**config.mk**
```make
export PLATFORM = sky130hd
export DESIGN_NAME = mul_div_unit
export DESIGN_NICKNAME = d
export VERILOG_FILES = /design/src/rtl/mul_div_unit.sv
export SDC_FILE = /design/constraint.sdc
export NUM_CORES = 1
export LEC_CHECK = 0
export BUFFER_PORTS_ARGS = -buffer_cell sky130_fd_sc_hd__buf_2
export CAP_MARGIN = 40
export CORE_ASPECT_RATIO = 0.8
export CORE_MARGIN = 2
export CORE_UTILIZATION = 55
export CTS_BUF_LIST = sky130_fd_sc_hd__clkbuf_4 sky130_fd_sc_hd__clkbuf_8
export DETAILED_ROUTE_END_ITERATION = 12
export GPL_TIMING_DRIVEN = 0
export PLACE_DENSITY = 0.75
export SYNTH_ARGS = -nofsm -noshare
export SYNTH_HDL_FRONTEND = slang
export SYNTH_SLANG_ARGS = --single-unit
```
**constraint.sdc**
```tcl
create_clock -name clk -period 11 [get_ports clk]
set_input_delay 1.1 -clock clk [delete_from_list [all_inputs] [get_ports clk]]
set_output_delay 1.1 -clock clk [all_outputs]
set_load 0.05 [all_outputs]
```
**src/rtl/mul_div_unit.sv**
```systemverilog
// Iterative 32-bit multiply/divide unit holding the HI/LO registers.
// One shift-add or restoring-divide step per cycle; signs are applied in a final FIX cycle.
module mul_div_unit #(
    parameter int WIDTH = 32
) (
    input  logic             clk,
    input  logic             reset,
    input  logic             start,
    input  logic [1:0]       op,
    input  logic [WIDTH-1:0] src_a,
    input  logic [WIDTH-1:0] src_b,
    input  logic             mthi_we,
    input  logic             mtlo_we,
    input  logic [WIDTH-1:0] wd,
    output logic             busy,
    output logic             done,
    output logic [WIDTH-1:0] hi,
    output logic [WIDTH-1:0] lo
);
    localparam logic [1:0] IDLE = 2'd0;
    localparam logic [1:0] CALC = 2'd1;
    localparam logic [1:0] FIX  = 2'd2;

    logic [1:0]         state_q, state_d;
    logic [5:0]         cnt_q, cnt_d;
    logic [1:0]         op_q, op_d;
    logic               sign_a_q, sign_a_d, sign_b_q, sign_b_d;
    logic [WIDTH-1:0]   mag_a_q, mag_a_d, mag_b_q, mag_b_d;
    logic [2*WIDTH-1:0] acc_q, acc_d;
    logic [WIDTH-1:0]   hi_q, hi_d, lo_q, lo_d;
    logic               busy_q, busy_d, done_q, done_d;

    logic               is_signed;
    logic [WIDTH:0]     rem_sh, diff;
    logic [2*WIDTH-1:0] prod;
    logic [WIDTH-1:0]   quo, rem;

    assign is_signed = ~op[0];

    always_comb begin
        state_d  = state_q;
        cnt_d    = cnt_q;
        op_d     = op_q;
        sign_a_d = sign_a_q;
        sign_b_d = sign_b_q;
        mag_a_d  = mag_a_q;
        mag_b_d  = mag_b_q;
        acc_d    = acc_q;
        hi_d     = hi_q;
        lo_d     = lo_q;
        busy_d   = busy_q;
        done_d   = 1'b0;
        // Divide step: bring in the next dividend bit from the top of mag_a.
        rem_sh   = {acc_q[2*WIDTH-1:WIDTH], mag_a_q[WIDTH-1]};
        diff     = rem_sh - {1'b0, mag_b_q};
        prod     = (sign_a_q ^ sign_b_q) ? -acc_q : acc_q;
        quo      = (sign_a_q ^ sign_b_q) ? -acc_q[WIDTH-1:0] : acc_q[WIDTH-1:0];
        rem      = sign_a_q ? -acc_q[2*WIDTH-1:WIDTH] : acc_q[2*WIDTH-1:WIDTH];
        case (state_q)
            IDLE: begin
                if (mthi_we) hi_d = wd;
                if (mtlo_we) lo_d = wd;
                if (start) begin
                    state_d  = CALC;
                    op_d     = op;
                    sign_a_d = is_signed & src_a[WIDTH-1];
                    sign_b_d = is_signed & src_b[WIDTH-1];
                    mag_a_d  = (is_signed & src_a[WIDTH-1]) ? -src_a : src_a;
                    mag_b_d  = (is_signed & src_b[WIDTH-1]) ? -src_b : src_b;
                    acc_d    = '0;
                    cnt_d    = 6'd32;
                    busy_d   = 1'b1;
                end
            end
            CALC: begin
                cnt_d = cnt_q - 6'd1;
                if (!op_q[1]) begin
                    acc_d   = {acc_q[2*WIDTH-2:0], 1'b0}
                              + (mag_b_q[WIDTH-1] ? {{WIDTH{1'b0}}, mag_a_q} : '0);
                    mag_b_d = {mag_b_q[WIDTH-2:0], 1'b0};
                end else begin
                    mag_a_d = {mag_a_q[WIDTH-2:0], 1'b0};
                    if (!diff[WIDTH])
                        acc_d = {diff[WIDTH-1:0], acc_q[WIDTH-2:0], 1'b1};
                    else
                        acc_d = {rem_sh[WIDTH-1:0], acc_q[WIDTH-2:0], 1'b0};
                end
                if (cnt_q == 6'd1) state_d = FIX;
            end
            FIX: begin
                state_d = IDLE;
                busy_d  = 1'b0;
                done_d  = 1'b1;
                if (!op_q[1]) begin
                    hi_d = prod[2*WIDTH-1:WIDTH];
                    lo_d = prod[WIDTH-1:0];
                end else begin
                    // Zero divisor leaves the dividend in the remainder; force LO to all ones.
                    hi_d = rem;
                    lo_d = (mag_b_q == '0) ? '1 : quo;
                end
            end
            default: state_d = IDLE;
        endcase
    end

    always_ff @(posedge clk or posedge reset) begin
        if (reset) begin
            state_q  <= IDLE;
            cnt_q    <= '0;
            op_q     <= '0;
            sign_a_q <= 1'b0;
            sign_b_q <= 1'b0;
            mag_a_q  <= '0;
            mag_b_q  <= '0;
            acc_q    <= '0;
            hi_q     <= '0;
            lo_q     <= '0;
            busy_q   <= 1'b0;
            done_q   <= 1'b0;
        end else begin
            state_q  <= state_d;
            cnt_q    <= cnt_d;
            op_q     <= op_d;
            sign_a_q <= sign_a_d;
            sign_b_q <= sign_b_d;
            mag_a_q  <= mag_a_d;
            mag_b_q  <= mag_b_d;
            acc_q    <= acc_d;
            hi_q     <= hi_d;
            lo_q     <= lo_d;
            busy_q   <= busy_d;
            done_q   <= done_d;
        end
    end

    assign busy = busy_q;
    assign done = done_q;
    assign hi   = hi_q;
    assign lo   = lo_q;
endmodule

```
==> reports/metrics.csv <==
metric,value,unit
syn_avg_cell_area,7.768,um2
yosysWarningCount,0,
rr_endpoint,acc_q[49],
holdPathEnd,hi[18],
detail-route-antenna-nets,0,
synth.net_count,2289,
final_layout_size_suffix_gt1_frac,0.1224,
fin_util,0.6346,
core.rowCount,56,
cp.required,11.46,ns
vias,17144,
cts_tree,built,
final.fill_count,2685,
worst-endpoint-arrival,4.76,ns
post_synth_inst_count,2114,
finalCriticalPeriod,4.299,ns
path_max_fanout,10,
postCtsHoldBufs,0,
top_level_ports,169,
net-switching-power,3634,uW
die_w,197.2,um
dieArea,31260,um2
p_clk_frac,0.124,
drcViolationCount,0,
p_leak,0.008097,uW
netSwitchingFraction,0.5445,
rrSetupSlack,6.70,ns
setup.worst_path.start_class,flop,
io_buffer_count,168,
synth.ff_latch_count,205,
place.detailed.hpwl,45.51,mm
syn-cell-area,16420,um2
ys.flop_type,dfrtp_1,
violation_count_after_the_first_detailed_routing_iteration,1627,
clk_latency,0.58,ns
cts_sinks,205,
share_comb_of_total_power,0.654,
min_from,hi[18],
yosys.area.top_type,dfrtp_1,
post_synth_num_cell_types,84,
initial_standard_cell_utilization_of_the_core,0.5594,
syn_to_final_growth,13.45,%
unrepaired_setup_endpoints_after_global_routing,no,
nNetsFinal,2501,
routed_wire_length_per_instance,21.12,um
cts-htree-levels,2,
worst_r2r_startpoint,mag_b_q[31],
ir_worst_vdd,0.1744,mV
number_of_buffers_created_by_cts,37,
worst_clock_skew,0.01670,ns
setup_tns,0,ns
powerDensity,358.2,nW/um2
detail_route.wirelength,57.62,mm
num_antenna_cells,0,
worstMarginPinSlew,0.8851,ns
grt_first_pass_wirelength,88.96,mm
via_cell_ratio,6.282,
place_congestion,1.005,
report.final.slew_viol_count,0,
root_buffer,clkbuf_8,
power.internal,3039,uW
die_y,158.6,um
cts_resized,0,
hold_depth,1,
netlist_top_cells_area,"dfrtp_1 31%, o21ai_0 7.2%, xor2_1 5.8%, nand2_1 5.7%, ha_1 5.3%",
endpoint_kind,flop,
initial_antenna_violation_count,0,
clkSlewWorstSetupHoldPaths,0.06,ns
cts_max_path_buffers,3,
max_cap_viol_count,0,
global_route.usage.total,0.3664,
pwr-share-seq,0.222,
timing.hold.worst.class,flop to flop,
drt-pass1-iter-count,5,
run_status,finished clean,
timing.fmax,232.6,MHz
asyncSetResetFlopFracSynth,1.000,
vias_in_the_first_global_route,15694,
gr-total-overflow,0,
tightest_slew_margin_relative_to_the_limit,0.4077,
synth.top_cell.area_share,0.3124,
sequential_cell_area_fraction_in_the_yosys_report,0.3124,
synth-edff-count,0,
cts_setup_buffers,0,
fin_worst_hold_slack,0.4726,ns
coreArea,29360,um2
timing.reg2reg.worst_path_depth,15,
crit_type,flop to flop,
timing.final.setup_violations,0,
finalHoldViolations,0,
grt_start_max_net_pins,70,
min_period_over_period,0.3908,
placed cells by master (no fill, tap or decap), drive strengths merged, types with 4 or more instances in the layout:
cell	count
a22o	7
o21a	7
nand3	55
nor4	21
o31ai	24
or4	12
xnor2	91
nor2b	12
xor2	109
clkbuf	179
o41ai	12
nor2	171
or2	7
o21ai	240
nand2	250
o22ai	37
a221o	4
o21bai	8
a21o	31
mux2i	12
dfrtp	205
and2	34
inv	72
nor3b	9
ha	70
buf	202
and3	16
nand2b	20
o221ai	4
o41a	4
or3	22
a211oi	18
a21oi	171
a22oi	15
o211ai	48
nand4	21
a221oi	8
nor3	46
a31oi	29
power groups by stage:
stage                     registers, uW  clock network [uW]  logic [uW]
after floorplan                    1730                   0        2770
after global placement             1460                   0        4150
after detailed placement           1470                   0        4240
after CTS                          1460                 825        4260
after global routing               1520                 861        4740
final                              1480                 826        4360
worst max-delay path by stage:
stage / cells past startpoint / from / to
finish: 15 / mag_b_q[31] / acc_q[49]
global route: 15 / mag_b_q[31] / acc_q[57]
CTS: 15 / mag_b_q[31] / acc_q[49]
detailed placement: 15 / mag_b_q[31] / acc_q[49]
global placement: 2 / reset / mag_a_q[5]
floorplan: 1 / reset / acc_q[0]
cells by family (layout without fill, tap and decap cells):
family	count (synthesis)	count (layout)	synth area share
buffers and inverters	220	458	0.05204
and+or+nand+nor	712	712	0.2082
muxes	12	12	0.007315
AOI/OAI and AO/OA	693	693	0.2576
adders and majority gates	72	72	0.05577
xor gates and xnor gates	200	200	0.1067
DFF	205	205	0.3124
sequential cells by signal (all words and copies together), names as in the netlist, 2 cells and up:
| register | count |
|---|---|
| hi | 32 |
| cnt_q | 6 |
| state_q | 2 |
| mag_a_q | 32 |
| mag_b_q | 32 |
| acc_q | 64 |
| lo | 32 |
synth_stat cells (all sizes together) (18+ instances only):
master / n
inv: 70
clkbuf: 121
o31ai: 24
o22ai: 37
nand2: 250
nor2: 171
o211ai: 48
nor3: 46
a21o: 31
xnor2: 91
nand3: 55
o21ai: 240
dfrtp: 205
nand4: 21
ha: 70
xor2: 109
and2: 34
a211oi: 18
nor4: 21
or3: 22
a31oi: 29
nand2b: 20
buf: 29
a21oi: 171
final cells by class:
class | count | area [um2] | share of cell area
multi-input cells | 1689 | 10440 | 0.5602
flip-flops and latches | 205 | 5130 | 0.2754
repair buffers | 173 | 917.1 | 0.04923
clock buffers | 58 | 716.9 | 0.03848
plain buffers | 150 | 591.8 | 0.03177
well taps | 377 | 471.7 | 0.02532
inverters | 70 | 270.3 | 0.01451
clock inverters | 7 | 95.09 | 0.005104
per-layer routing:
layer,share of wire,track usage
met1,0.45,0.5307
met2,0.41,0.5359
met3,0.11,0.07795
met4,0.035,0.1357
met5,0,0
metrics by stage:
stage,setup WS (ns),instances,total power [uW],area (um2)
2_1_floorplan,4.304,2114,4498,16420
3_3_place_gp,1.855,2659,5608,17730
3_5_place_dp,6.825,2664,5716,17820
4_1_cts,6.794,2729,6551,18630
5_1_grt,6.529,2729,7122,18630
6_report,6.701,2729,6673,18630
critical path, stage by stage (launching register included):
cell      delay (ns)
dfrtp_1         0.45
clkbuf_1        0.21
and2_1          0.24
ha_1            0.23
fa_1            0.43
a211oi_1        0.35
o211ai_1        0.22
a21oi_1         0.35
a31o_2          0.27
o22ai_1         0.13
a21o_1          0.21
buf_2           0.20
nand3_1         0.30
nor2_1          0.11
xor2_1          0.15
a221o_1         0.32
Power figures use the tool's default switching activity.
